==> src/rtl/diff_shift_tx_if.sv <==
// diff_shift_tx_if: wide packet input stream and narrow beat output stream
// of the diff_shift_tx serializer, grouped as one bundle.
interface diff_shift_tx_if #(
  parameter int unsigned IN_W  = 512,
  parameter int unsigned OUT_W = 16
);
  logic [IN_W-1:0]  in;
  logic             in_valid;
  logic             in_ready;
  logic [OUT_W-1:0] out;
  logic             out_valid;
  logic             out_ready;
  logic             out_last;

  // Producer of packets / consumer of beats.
  modport master (
    output in, in_valid, out_ready,
    input  in_ready, out, out_valid, out_last
  );

  // The serializer itself.
  modport slave (
    input  in, in_valid, out_ready,
    output in_ready, out, out_valid, out_last
  );
endinterface

==> src/rtl/diff_shift_tx.sv <==
// diff_shift_tx: accepts one IN_W-bit packet per handshake and emits it as
// IN_W/OUT_W beats of OUT_W bits, most significant word first.
// Optional macro DIFF_SHIFT_TX_SKID_EN adds a one-packet holding register so
// consecutive packets stream without an idle cycle between them.
module diff_shift_tx #(
  parameter int unsigned IN_W  = 512,
  parameter int unsigned OUT_W = 16
) (
  input  logic           clk,
  input  logic           rst,
  input  logic           flush,
  diff_shift_tx_if.slave bus
);
  localparam int unsigned NBEATS = IN_W / OUT_W;
  localparam int unsigned CTR_W  = $clog2(NBEATS);
  localparam logic [CTR_W-1:0] LAST_CTR = CTR_W'(NBEATS - 1);

  typedef enum logic {IDLE, SEND} state_t;

  state_t            state_q, state_d;
  logic [CTR_W-1:0]  ctr_q, ctr_d;
  logic [IN_W-1:0]   shift_q, shift_d;
`ifdef DIFF_SHIFT_TX_SKID_EN
  logic [IN_W-1:0]   hold_q, hold_d;
  logic              hold_valid_q, hold_valid_d;
`endif

  logic in_ready;
  logic in_fire;
  logic out_fire;
  logic last_beat;

  // Handshake qualifiers; in_ready is forced low while reset is asserted.
`ifdef DIFF_SHIFT_TX_SKID_EN
  assign in_ready  = rst && !hold_valid_q && !flush;
`else
  assign in_ready  = rst && (state_q == IDLE) && !flush;
`endif
  assign in_fire   = bus.in_valid && in_ready;
  assign out_fire  = (state_q == SEND) && bus.out_ready;
  assign last_beat = out_fire && (ctr_q == LAST_CTR);

  assign bus.in_ready  = in_ready;
  assign bus.out_valid = (state_q == SEND);
  assign bus.out_last  = (state_q == SEND) && (ctr_q == LAST_CTR);
  assign bus.out       = shift_q[IN_W-1 -: OUT_W];

  // Next-state logic: flush overrides any handshake on either side.
  always_comb begin
    state_d = state_q;
    ctr_d   = ctr_q;
    shift_d = shift_q;
`ifdef DIFF_SHIFT_TX_SKID_EN
    hold_d       = hold_q;
    hold_valid_d = hold_valid_q;
`endif
    if (flush) begin
      state_d = IDLE;
      ctr_d   = '0;
`ifdef DIFF_SHIFT_TX_SKID_EN
      hold_valid_d = 1'b0;
`endif
    end else begin
      unique case (state_q)
        IDLE: begin
          if (in_fire) begin
            shift_d = bus.in;
            ctr_d   = '0;
            state_d = SEND;
          end
        end
        SEND: begin
          if (out_fire) begin
            shift_d = shift_q << OUT_W;
            ctr_d   = ctr_q + 1'b1;
          end
`ifdef DIFF_SHIFT_TX_SKID_EN
          // On the final beat the next packet comes from the holding register
          // if one is waiting, else straight from the input if it arrives now.
          if (last_beat) begin
            if (hold_valid_q) begin
              shift_d      = hold_q;
              hold_valid_d = 1'b0;
              ctr_d        = '0;
            end else if (in_fire) begin
              shift_d = bus.in;
              ctr_d   = '0;
            end else begin
              state_d = IDLE;
            end
          end else if (in_fire) begin
            hold_d       = bus.in;
            hold_valid_d = 1'b1;
          end
`else
          if (last_beat) begin
            state_d = IDLE;
          end
`endif
        end
      endcase
    end
  end

  // State, counter and data registers.
  always_ff @(posedge clk or negedge rst) begin
    if (!rst) begin
      state_q <= IDLE;
      ctr_q   <= '0;
      shift_q <= '0;
`ifdef DIFF_SHIFT_TX_SKID_EN
      hold_q       <= '0;
      hold_valid_q <= 1'b0;
`endif
    end else begin
      state_q <= state_d;
      ctr_q   <= ctr_d;
      shift_q <= shift_d;
`ifdef DIFF_SHIFT_TX_SKID_EN
      hold_q       <= hold_d;
      hold_valid_q <= hold_valid_d;
`endif
    end
  end
endmodule

==> src/flat_wrapper.sv <==
// flat-port wrapper written by rule: the top's interface ports become plain ports
module diff_shift_tx_flat 
#(
  parameter int unsigned IN_W  = 512,
  parameter int unsigned OUT_W = 16
)
  (clk, rst, flush, bus_in, bus_in_valid, bus_out_ready, bus_in_ready, bus_out, bus_out_valid, bus_out_last);
  diff_shift_tx_if #(.IN_W(IN_W), .OUT_W(OUT_W)) bus_i ();
  input  logic clk;
  input  logic rst;
  input  logic flush;
  input wire logic [$bits(bus_i.in)-1:0] bus_in;
  input wire logic [$bits(bus_i.in_valid)-1:0] bus_in_valid;
  input wire logic [$bits(bus_i.out_ready)-1:0] bus_out_ready;
  output wire logic [$bits(bus_i.in_ready)-1:0] bus_in_ready;
  output wire logic [$bits(bus_i.out)-1:0] bus_out;
  output wire logic [$bits(bus_i.out_valid)-1:0] bus_out_valid;
  output wire logic [$bits(bus_i.out_last)-1:0] bus_out_last;
  assign bus_i.in = bus_in;
  assign bus_i.in_valid = bus_in_valid;
  assign bus_i.out_ready = bus_out_ready;
  assign bus_in_ready = bus_i.in_ready;
  assign bus_out = bus_i.out;
  assign bus_out_valid = bus_i.out_valid;
  assign bus_out_last = bus_i.out_last;
  diff_shift_tx #(.IN_W(IN_W), .OUT_W(OUT_W)) u_core (.clk(clk), .rst(rst), .flush(flush), .bus(bus_i));
endmodule
==> config.mk <==
export PLATFORM = sky130hd
export DESIGN_NAME = diff_shift_tx_flat
export DESIGN_NICKNAME = d
export VERILOG_FILES = /design/src/rtl/diff_shift_tx_if.sv /design/src/rtl/diff_shift_tx.sv /design/src/flat_wrapper.sv
export SDC_FILE = /design/constraint.sdc
export NUM_CORES = 1
export LEC_CHECK = 0
export CAP_MARGIN = 20
export CORE_MARGIN = 1.5
export CORE_UTILIZATION = 25
export CTS_CLUSTER_DIAMETER = 200
export DETAILED_ROUTE_END_ITERATION = 6
export GPL_TIMING_DRIVEN = 1
export PLACE_DENSITY = 0.47
export SLEW_MARGIN = 30
export SYNTH_ARGS = -nofsm -noshare
export SYNTH_HDL_FRONTEND = slang
export SYNTH_SLANG_ARGS = --single-unit
==> constraint.sdc <==
create_clock -name clk -period 1.6 [get_ports clk]
set_input_delay 0.24 -clock clk [delete_from_list [all_inputs] [get_ports clk]]
set_output_delay 0.24 -clock clk [all_outputs]
set_load 0.01 [all_outputs]
==> impl_metrics.xml, run 1 <==
<?xml version="1.0" encoding="UTF-8"?>
<metrics>
  <group name="run_status">
    <metric name="outcome" unit="">finished, violations left</metric>
    <metric name="violations_in_the_final_reports" unit="">setup timing</metric>
  </group>
  <group name="die">
    <metric name="core_area" unit="sq um">100000</metric>
    <metric name="die_width" unit="um">321</metric>
    <metric name="start_util" unit="%">25.2</metric>
    <metric name="design.die.area" unit="sq um">103000</metric>
    <metric name="die_y" unit="um">321</metric>
    <metric name="io_pins" unit="">536</metric>
    <metric name="floorplan.rows" unit="">116</metric>
  </group>
  <group name="finish">
    <metric name="nNetsFinal" unit="">2827</metric>
    <metric name="layout-drive-gt1-share" unit="%">51.4</metric>
    <metric name="fillers" unit="">9542</metric>
    <metric name="area_growth" unit="%">45.9</metric>
    <metric name="area_used_by_multi_input_combinational_logic" unit="sq um">12100</metric>
    <metric name="sequential_cell_area" unit="sq um">13000</metric>
    <metric name="design_area" unit="sq um">36900</metric>
    <metric name="final_core_utilization" unit="%">36.8</metric>
  </group>
  <group name="sta">
    <metric name="finalClockSkew" unit="ps">25.2</metric>
    <metric name="grt_setup_unrepaired" unit="">yes</metric>
    <metric name="tightest_slew" unit="ps">823</metric>
    <metric name="final_worst_setup_slack" unit="ps">-466</metric>
    <metric name="timing_max_transition_violations_final" unit="">0</metric>
    <metric name="layout_min_cycle_time" unit="ps">2070</metric>
    <metric name="timing.hold.ws" unit="ps">300</metric>
    <metric name="fin_tns_setup" unit="ps">-200370</metric>
    <metric name="fmax" unit="GHz">0.484</metric>
    <metric name="finalSetupViolations" unit="">536</metric>
    <metric name="layout_worst_path_cycle_share" unit="%">129</metric>
    <metric name="worst_case_headroom_to_the_max_slew_limit" unit="%">45.2</metric>
    <metric name="finalHoldViolations" unit="">0</metric>
  </group>
  <group name="detailed_routing">
    <metric name="route.antenna.remaining_nets" unit="">0</metric>
    <metric name="detail_route.wirelength" unit="mm">85.5</metric>
    <metric name="detailroute.via_count" unit="">16046</metric>
    <metric name="drt_pass1_iterations" unit="">4</metric>
    <metric name="drt_iter0_drc" unit="">605</metric>
    <metric name="route.detailed.drc" unit="">0</metric>
    <metric name="route.detailed.vias_per_inst" unit="">4.36</metric>
    <metric name="wl_per_cell" unit="um">23.2</metric>
  </group>
  <group name="synthesis">
    <metric name="synthesis.area" unit="sq um">25300</metric>
    <metric name="postSynth.asyncResetShare" unit="%">100</metric>
    <metric name="synthMostInstantiatedCell" unit="">sky130_fd_sc_hd__mux2_2</metric>
    <metric name="seq_cells_post_synth" unit="">518</metric>
    <metric name="synth_flop_cell" unit="">sky130_fd_sc_hd__dfrtp_1</metric>
    <metric name="synth-edff-count" unit="">0</metric>
    <metric name="synth.top_cell.area_share" unit="%">51.3</metric>
    <metric name="syn_inst" unit="">1694</metric>
    <metric name="post_synth.cell_area_avg" unit="sq um">14.9</metric>
    <metric name="yosys-top-cells-area" unit="">sky130_fd_sc_hd__dfrtp_1 51%, sky130_fd_sc_hd__mux2_2 42%, sky130_fd_sc_hd__mux2_1 3.4%</metric>
    <metric name="netlist.top_cell.by_area" unit="">sky130_fd_sc_hd__dfrtp_1</metric>
    <metric name="synthDistinctLibCells" unit="">22</metric>
    <metric name="ys_seq_area_share" unit="%">51.3</metric>
    <metric name="yosysWarningCount" unit="">0</metric>
    <metric name="synth.net_count" unit="">2213</metric>
    <metric name="netlist_top_cells_count" unit="">933 x sky130_fd_sc_hd__mux2_2, 518 x sky130_fd_sc_hd__dfrtp_1, 80 x sky130_fd_sc_hd__buf_2, 76 x sky130_fd_sc_hd__mux2_1, 28 x sky130_fd_sc_hd__buf_4</metric>
  </group>
  <group name="critical_path">
    <metric name="setup.worst_path.start_class" unit="">flip-flop</metric>
    <metric name="worstSetupEndpointType" unit="">flip-flop</metric>
    <metric name="required" unit="ps">2080</metric>
    <metric name="critical-path-slowest-cell" unit="">sky130_fd_sc_hd__dfrtp_4</metric>
    <metric name="timing.critical_path.cells" unit="">nand3b_1 -&gt; a21oi_4 -&gt; buf_12 -&gt; buf_6 -&gt; clkbuf_16 -&gt; buf_16 -&gt; mux2_2</metric>
    <metric name="worst-endpoint-arrival" unit="ps">2550</metric>
    <metric name="timing.critical_path.slowest_cell_delay" unit="ps">470</metric>
    <metric name="crit_fanout" unit="">18</metric>
    <metric name="worstSetupPathType" unit="">flip-flop to flip-flop</metric>
  </group>
  <group name="global_routing">
    <metric name="grt_first_pass_wirelength" unit="mm">120</metric>
    <metric name="antenna_violations_before_repair" unit="">47</metric>
    <metric name="grt_start_max_net_pins" unit="">130</metric>
    <metric name="grt_util_all_layers" unit="%">15.8</metric>
    <metric name="overflow" unit="">0</metric>
    <metric name="first_global_vias" unit="">18099</metric>
  </group>
  <group name="cts">
    <metric name="clk_root_buffer_cell" unit="">sky130_fd_sc_hd__clkbuf_16</metric>
    <metric name="clock_sinks" unit="">518</metric>
    <metric name="cts_made_buffers" unit="">68</metric>
    <metric name="insertion_delay" unit="ps">620</metric>
    <metric name="tritoncts" unit="">built</metric>
    <metric name="clock_path_buffers" unit="">3</metric>
    <metric name="clkSlewWorstSetupHoldPaths" unit="ps">60</metric>
    <metric name="cts-htree-levels" unit="">3</metric>
  </group>
  <group name="pwr">
    <metric name="power_per_cell_area" unit="nW/um^2">1220</metric>
    <metric name="power_leakage" unit="uW">0.0148</metric>
    <metric name="power.ir.vdd_worst" unit="uV">780</metric>
  </group>
  <group name="place">
    <metric name="placed_area" unit="sq um">32400</metric>
    <metric name="io_buffers" unit="">535</metric>
    <metric name="globalplace.congestion" unit="">0.783</metric>
    <metric name="detailed_place_hpwl" unit="mm">57.1</metric>
  </group>
  <group name="min_path">
    <metric name="min_path_type" unit="">primary input to flip-flop</metric>
  </group>
  <group name="run">
    <metric name="max-cap-violations" unit="">0</metric>
  </group>
</metrics>
[registers in the layout (all words and copies together) (netlist names)]
name                  count
u_core.shift_q          512
u_core.bus.out_valid      1
u_core.ctr_q              5
[cell families (layout without fill, tap and decap cells)]
kind of cell,after synthesis,count (layout),synth area share [%]
muxes,1009,1009,45.0
AOI/OAI and AO/OA,6,6,0.193
other,0,27,0
buffers and inverters,130,790,2.74
xor gates and xnor gates,1,1,0.0347
adders and majority gates,2,2,0.0990
DFF,518,518,51.3
and+or+nand+nor,28,28,0.688
[worst paths after layout]
| check | from | to | slack [ps] | cells past startpoint |
|---|---|---|---|---|
| worst max-delay path | u_core.bus.out_valid$_DFF_PN0_ | u_core.shift_q[174]$_DFFE_PN0P_ | -470 | 7 |
| worst min-delay path | rst | u_core.bus.out_valid$_DFF_PN0_ | 300 | 6 |
| worst max register to register | u_core.bus.out_valid$_DFF_PN0_ | u_core.shift_q[174]$_DFFE_PN0P_ | -470 | 7 |
| worst min register to register | u_core.shift_q[12]$_DFFE_PN0P_ | u_core.shift_q[12]$_DFFE_PN0P_ | 480 | 1 |
| max in group asynchronous | rst | u_core.shift_q[270]$_DFFE_PN0P_ | 230 | 5 |
| min in group asynchronous | rst | u_core.shift_q[449]$_DFFE_PN0P_ | 330 | 4 |
[layout make-up]
cell class	instances	area share (%)
repair buffers	674	21.6
clock inverters	15	0.441
flip-flops and latches	518	35.2
clock buffers	101	5.48
diodes	27	0.183
well taps	1298	4.40
multi-input cells	1046	32.7
[critical path, delay by kind of cell, from the launching register on]
family,cells,cell delay (ps)
and+or+nand+nor,1,230
AOI/OAI and AO/OA,1,200
DFF,1,470
muxes,1,360
buffers and inverters,4,680
[layer usage]
| metal | vias up | share of wire (%) | track usage, % |
|---|---|---|---|
| met5 | - | 0.30 | 0 |
| met4 | 42 | 2.9 | 6.60 |
| met3 | 153 | 5.7 | 4.67 |
| met2 | 329 | 50 | 26.5 |
| met1 | 8100 | 41 | 18.7 |
| li1 | 7422 | - | - |
[cell usage in the layout (no fill, tap or decap), types with 27 or more instances in the layout]
cell / count
sky130_fd_sc_hd__buf_12: 27
sky130_fd_sc_hd__buf_16: 33
sky130_fd_sc_hd__buf_4: 35
sky130_fd_sc_hd__clkbuf_16: 89
sky130_fd_sc_hd__clkdlybuf4s50_1: 531
sky130_fd_sc_hd__dfrtp_1: 517
sky130_fd_sc_hd__diode_2: 27
sky130_fd_sc_hd__mux2_1: 49
sky130_fd_sc_hd__mux2_2: 850
sky130_fd_sc_hd__mux2_4: 110
[per-stage QoR]
step	setup WS, ps	total power, uW	cells
2_1_floorplan	-112	24800	1694
3_5_place_dp	-562	28600	3454
6_report	-466	44900	3679
3_3_place_gp	-591	28300	3454
4_1_cts	-473	45100	3615
5_1_grt	-515	47400	3672
[where the power goes]
part           total, uW  internal [uW]  switching (uW)
Sequential         19500          17200            2350
Combinational      10200           7020            3160
Clock              15200           9170            6060
Total              44900          33400           11600
[timing repair]
item | in CTS | in global routing
pin swaps | 4 | 3
hold buffers | 1 | 0
endpoints found under the setup margin | 531 | 534
gates resized for setup | 119 | 88
buffers inserted | 22 | 17
endpoints found under the hold margin | 137 | 0
cloned | 22 | 22
(Power assumes the default switching activity.)
==> run 2, diff against run 1 <==
ABC_AREA = 1   (was unset)
PLACE_DENSITY = 0.46   (was 0.47)
SKIP_LAST_GASP = 1   (was unset)
==> impl_metrics.xml, run 2 <==
<?xml version="1.0" encoding="UTF-8"?>
<metrics>
  <group name="cts">
    <metric name="cts_made_buffers" unit="">68</metric>
    <metric name="tritoncts" unit="">built</metric>
    <metric name="clkSlewWorstSetupHoldPaths" unit="ps">60</metric>
    <metric name="cts-htree-levels" unit="">3</metric>
    <metric name="clock_sinks" unit="">518</metric>
    <metric name="clk_root_buffer_cell" unit="">sky130_fd_sc_hd__clkbuf_16</metric>
    <metric name="insertion_delay" unit="ps">620</metric>
    <metric name="clock_path_buffers" unit="">3</metric>
  </group>
  <group name="min_path">
    <metric name="timing.hold.worst.start" unit="">rst</metric>
    <metric name="min_path_type" unit="">primary input to flip-flop</metric>
    <metric name="timing.hold.worst_path_depth" unit="">4</metric>
    <metric name="hold_path_end" unit="">u_core.bus.out_valid$_DFF_PN0_</metric>
  </group>
  <group name="die">
    <metric name="start_util" unit="%">25.2</metric>
    <metric name="die_width" unit="um">331</metric>
    <metric name="die_y" unit="um">331</metric>
    <metric name="floorplan.rows" unit="">120</metric>
    <metric name="io_pins" unit="">536</metric>
    <metric name="design.die.area" unit="sq um">110000</metric>
    <metric name="core_area" unit="sq um">107000</metric>
  </group>
  <group name="run_status">
    <metric name="violations_in_the_final_reports" unit="">setup timing</metric>
    <metric name="outcome" unit="">finished, violations left</metric>
  </group>
  <group name="critical_path">
    <metric name="crit_fanout" unit="">2</metric>
    <metric name="required" unit="ps">1360</metric>
    <metric name="r2r_setup_slack" unit="ps">-380</metric>
    <metric name="worstSetupPathType" unit="">flip-flop to primary output</metric>
    <metric name="setup.worst_path.start_class" unit="">flip-flop</metric>
    <metric name="rr_startpoint" unit="">u_core.ctr_q[0]$_DFFE_PN0P_</metric>
    <metric name="worstSetupEndpointType" unit="">primary output</metric>
    <metric name="worst-endpoint-arrival" unit="ps">1770</metric>
    <metric name="worst-r2r-cell-count" unit="">15</metric>
    <metric name="reg2reg_to" unit="">u_core.ctr_q[2]$_DFFE_PN0P_</metric>
  </group>
  <group name="place">
    <metric name="globalplace.congestion" unit="">0.801</metric>
    <metric name="detailedPlace.worstSlack" unit="ps">-401</metric>
    <metric name="io_buffers" unit="">535</metric>
    <metric name="detailed_place_hpwl" unit="mm">73.5</metric>
    <metric name="placed_area" unit="sq um">34600</metric>
  </group>
  <group name="global_routing">
    <metric name="overflow" unit="">0</metric>
    <metric name="grt_start_max_net_pins" unit="">125</metric>
    <metric name="grt_util_met2" unit="%">35.8</metric>
    <metric name="grtUsageMet1" unit="%">29.6</metric>
    <metric name="grt_use_met3" unit="%">3.16</metric>
    <metric name="global_route.peak_usage_layer" unit="">met2</metric>
    <metric name="antenna_violations_before_repair" unit="">13</metric>
    <metric name="grt_util_all_layers" unit="%">21.9</metric>
    <metric name="first_global_vias" unit="">28052</metric>
    <metric name="grt_first_pass_wirelength" unit="mm">180</metric>
  </group>
  <group name="sta">
    <metric name="layout_worst_path_cycle_share" unit="%">125</metric>
    <metric name="worst_case_headroom_to_the_max_slew_limit" unit="%">48.3</metric>
    <metric name="timing.hold.ws" unit="ps">67.0</metric>
    <metric name="timing_max_transition_violations_final" unit="">0</metric>
    <metric name="fin_tns_setup" unit="ps">-127290</metric>
    <metric name="grt_setup_unrepaired" unit="">yes</metric>
    <metric name="fmax" unit="GHz">0.498</metric>
    <metric name="final_worst_setup_slack" unit="ps">-407</metric>
    <metric name="tightest_slew" unit="ps">775</metric>
    <metric name="layout_min_cycle_time" unit="ps">2010</metric>
    <metric name="finalClockSkew" unit="ps">21.0</metric>
    <metric name="finalSetupViolations" unit="">518</metric>
    <metric name="finalHoldViolations" unit="">0</metric>
  </group>
  <group name="finish">
    <metric name="top_register" unit="">u_core.shift_q</metric>
    <metric name="mostFrequentLayoutCell" unit="">sky130_fd_sc_hd__nand2_1</metric>
    <metric name="area_growth" unit="%">71.0</metric>
    <metric name="layout.cells.most_common_list" unit="">1934 x sky130_fd_sc_hd__nand2_1, 517 x sky130_fd_sc_hd__dfrtp_1, 515 x sky130_fd_sc_hd__clkdlybuf4s50_1</metric>
    <metric name="design_area" unit="sq um">46000</metric>
    <metric name="nNetsFinal" unit="">5161</metric>
    <metric name="layout-drive-gt1-share" unit="%">28.8</metric>
    <metric name="largest_reg_flops" unit="">512</metric>
    <metric name="fillers" unit="">10735</metric>
  </group>
  <group name="pwr">
    <metric name="power.ir.vdd_worst" unit="uV">776</metric>
    <metric name="power_per_cell_area" unit="nW/um^2">1050</metric>
    <metric name="power_leakage" unit="uW">0.0227</metric>
  </group>
  <group name="synthesis">
    <metric name="netlist.top_cell.by_area" unit="">sky130_fd_sc_hd__dfrtp_1</metric>
    <metric name="synth.net_count" unit="">4427</metric>
    <metric name="synth.area.mux_share" unit="%">0</metric>
    <metric name="synthXorXnorAreaFrac" unit="%">0</metric>
    <metric name="yosys-top-cells-area" unit="">sky130_fd_sc_hd__dfrtp_1 48%, sky130_fd_sc_hd__nand2_1 36%, sky130_fd_sc_hd__nand3_1 9.3%</metric>
    <metric name="synth-compound-area-share" unit="%">0.0372</metric>
    <metric name="post_synth.cell_area_avg" unit="sq um">6.88</metric>
    <metric name="synth_fa_ha_area_share" unit="%">0.0930</metric>
    <metric name="ys_seq_area_share" unit="%">48.2</metric>
    <metric name="synthMostInstantiatedCell" unit="">sky130_fd_sc_hd__nand2_1</metric>
    <metric name="netlist_top_cells_count" unit="">2554 x sky130_fd_sc_hd__nand2_1, 518 x sky130_fd_sc_hd__dfrtp_1, 498 x sky130_fd_sc_hd__nand3_1, 170 x sky130_fd_sc_hd__buf_2, 63 x sky130_fd_sc_hd__buf_4</metric>
    <metric name="synth_top_family_by_area" unit="">simple AND/OR/NAND/NOR gates</metric>
    <metric name="yosysWarningCount" unit="">0</metric>
    <metric name="seq_cells_post_synth" unit="">518</metric>
    <metric name="synth-edff-count" unit="">0</metric>
    <metric name="synth-simple-area-share" unit="%">45.7</metric>
    <metric name="synthDistinctLibCells" unit="">21</metric>
    <metric name="synth_flop_cell" unit="">sky130_fd_sc_hd__dfrtp_1</metric>
    <metric name="postSynth.asyncResetShare" unit="%">100</metric>
    <metric name="syn_inst" unit="">3908</metric>
    <metric name="synthesis.area" unit="sq um">26900</metric>
    <metric name="synth.top_cell.area_share" unit="%">48.2</metric>
  </group>
  <group name="detailed_routing">
    <metric name="detail_route.wirelength" unit="mm">127</metric>
    <metric name="drt_iter0_drc" unit="">1795</metric>
    <metric name="wl_per_cell" unit="um">20.9</metric>
    <metric name="detailroute.via_count" unit="">28166</metric>
    <metric name="route.detailed.vias_per_inst" unit="">4.62</metric>
    <metric name="route.detailed.drc" unit="">0</metric>
    <metric name="route.antenna.remaining_nets" unit="">0</metric>
    <metric name="drt_pass1_iterations" unit="">5</metric>
  </group>
  <group name="run">
    <metric name="max-cap-violations" unit="">0</metric>
  </group>
</metrics>
## run 2: final cells by class
cell class              instances  area (sq um)  area share [%]
clock buffers                 104          2070            4.51
diodes                          8          20.0          0.0435
repair buffers                961         13000            28.3
multi-input cells            3088         16000            34.7
well taps                    1403          1760            3.82
inverters                       5          28.8          0.0626
clock inverters                14           176           0.383
flip-flops and latches        518         13000            28.2
## run 2: logic make-up (layout without fill, tap and decap cells)
group / Yosys count / count (layout)
AND/OR/NAND/NOR: 3083 / 3084
flip-flops: 518 / 518
buffers and inverters: 303 / 1084
adder cells (fa/ha/maj): 2 / 2
AO/OA/AOI/OAI: 2 / 2
other: 0 / 8
## run 2: how the worst max path moves through the flow
stage / endpoint / start / cells after the start
floorplan: u_core.shift_q[401]$_DFFE_PN0P_ / u_core.bus.out_valid$_DFF_PN0_ / 9
global route: bus_out_last / u_core.ctr_q[0]$_DFFE_PN0P_ / 7
global placement: u_core.shift_q[435]$_DFFE_PN0P_ / flush / 7
detailed placement: u_core.shift_q[48]$_DFFE_PN0P_ / flush / 7
CTS: bus_out_last / u_core.ctr_q[0]$_DFFE_PN0P_ / 7
finish: bus_out_last / u_core.ctr_q[0]$_DFFE_PN0P_ / 7
## run 2: critical path: stages, from the launching register on
cell                      delay, ps
sky130_fd_sc_hd__dfrtp_1        360
sky130_fd_sc_hd__ha_2           190
sky130_fd_sc_hd__nand2_2         60
sky130_fd_sc_hd__nor2_2          90
sky130_fd_sc_hd__ha_2           190
sky130_fd_sc_hd__nand2_2         70
sky130_fd_sc_hd__inv_4           80
sky130_fd_sc_hd__buf_6          100
## run 2: metrics by stage
step	instances	util, %	power (uW)
global route	6100	43.0	50800
finish	6101	43.0	48300
detailed placement	5722	32.3	27200
floorplan	3908	-	23000
global placement	5722	32.3	27100
CTS	6057	39.6	45800
## run 2: layer usage
metal  part of all wire [%]  up-vias
li1                       -    13655
met1                     44    13662
met2                     49      662
met3                    4.4      177
met4                    2.8       10
met5                  0.051        -
## run 2: what timing repair did
item,in CTS,in global routing
resized for setup,434,973
pin swaps,68,186
hold endpoints to repair,246,0
endpoints found under the setup margin,512,522
cloned,99,43
hold buffers,1,0
buffers inserted,119,51
## run 2: report_power, final
group	leakage (uW)	total [uW]	switching [uW]	internal (uW)
sequential	0.00650	19600	3070	16500
clock	0.00111	15800	6270	9540
combinational	0.0151	12800	6170	6670
total	0.0227	48300	15500	32800
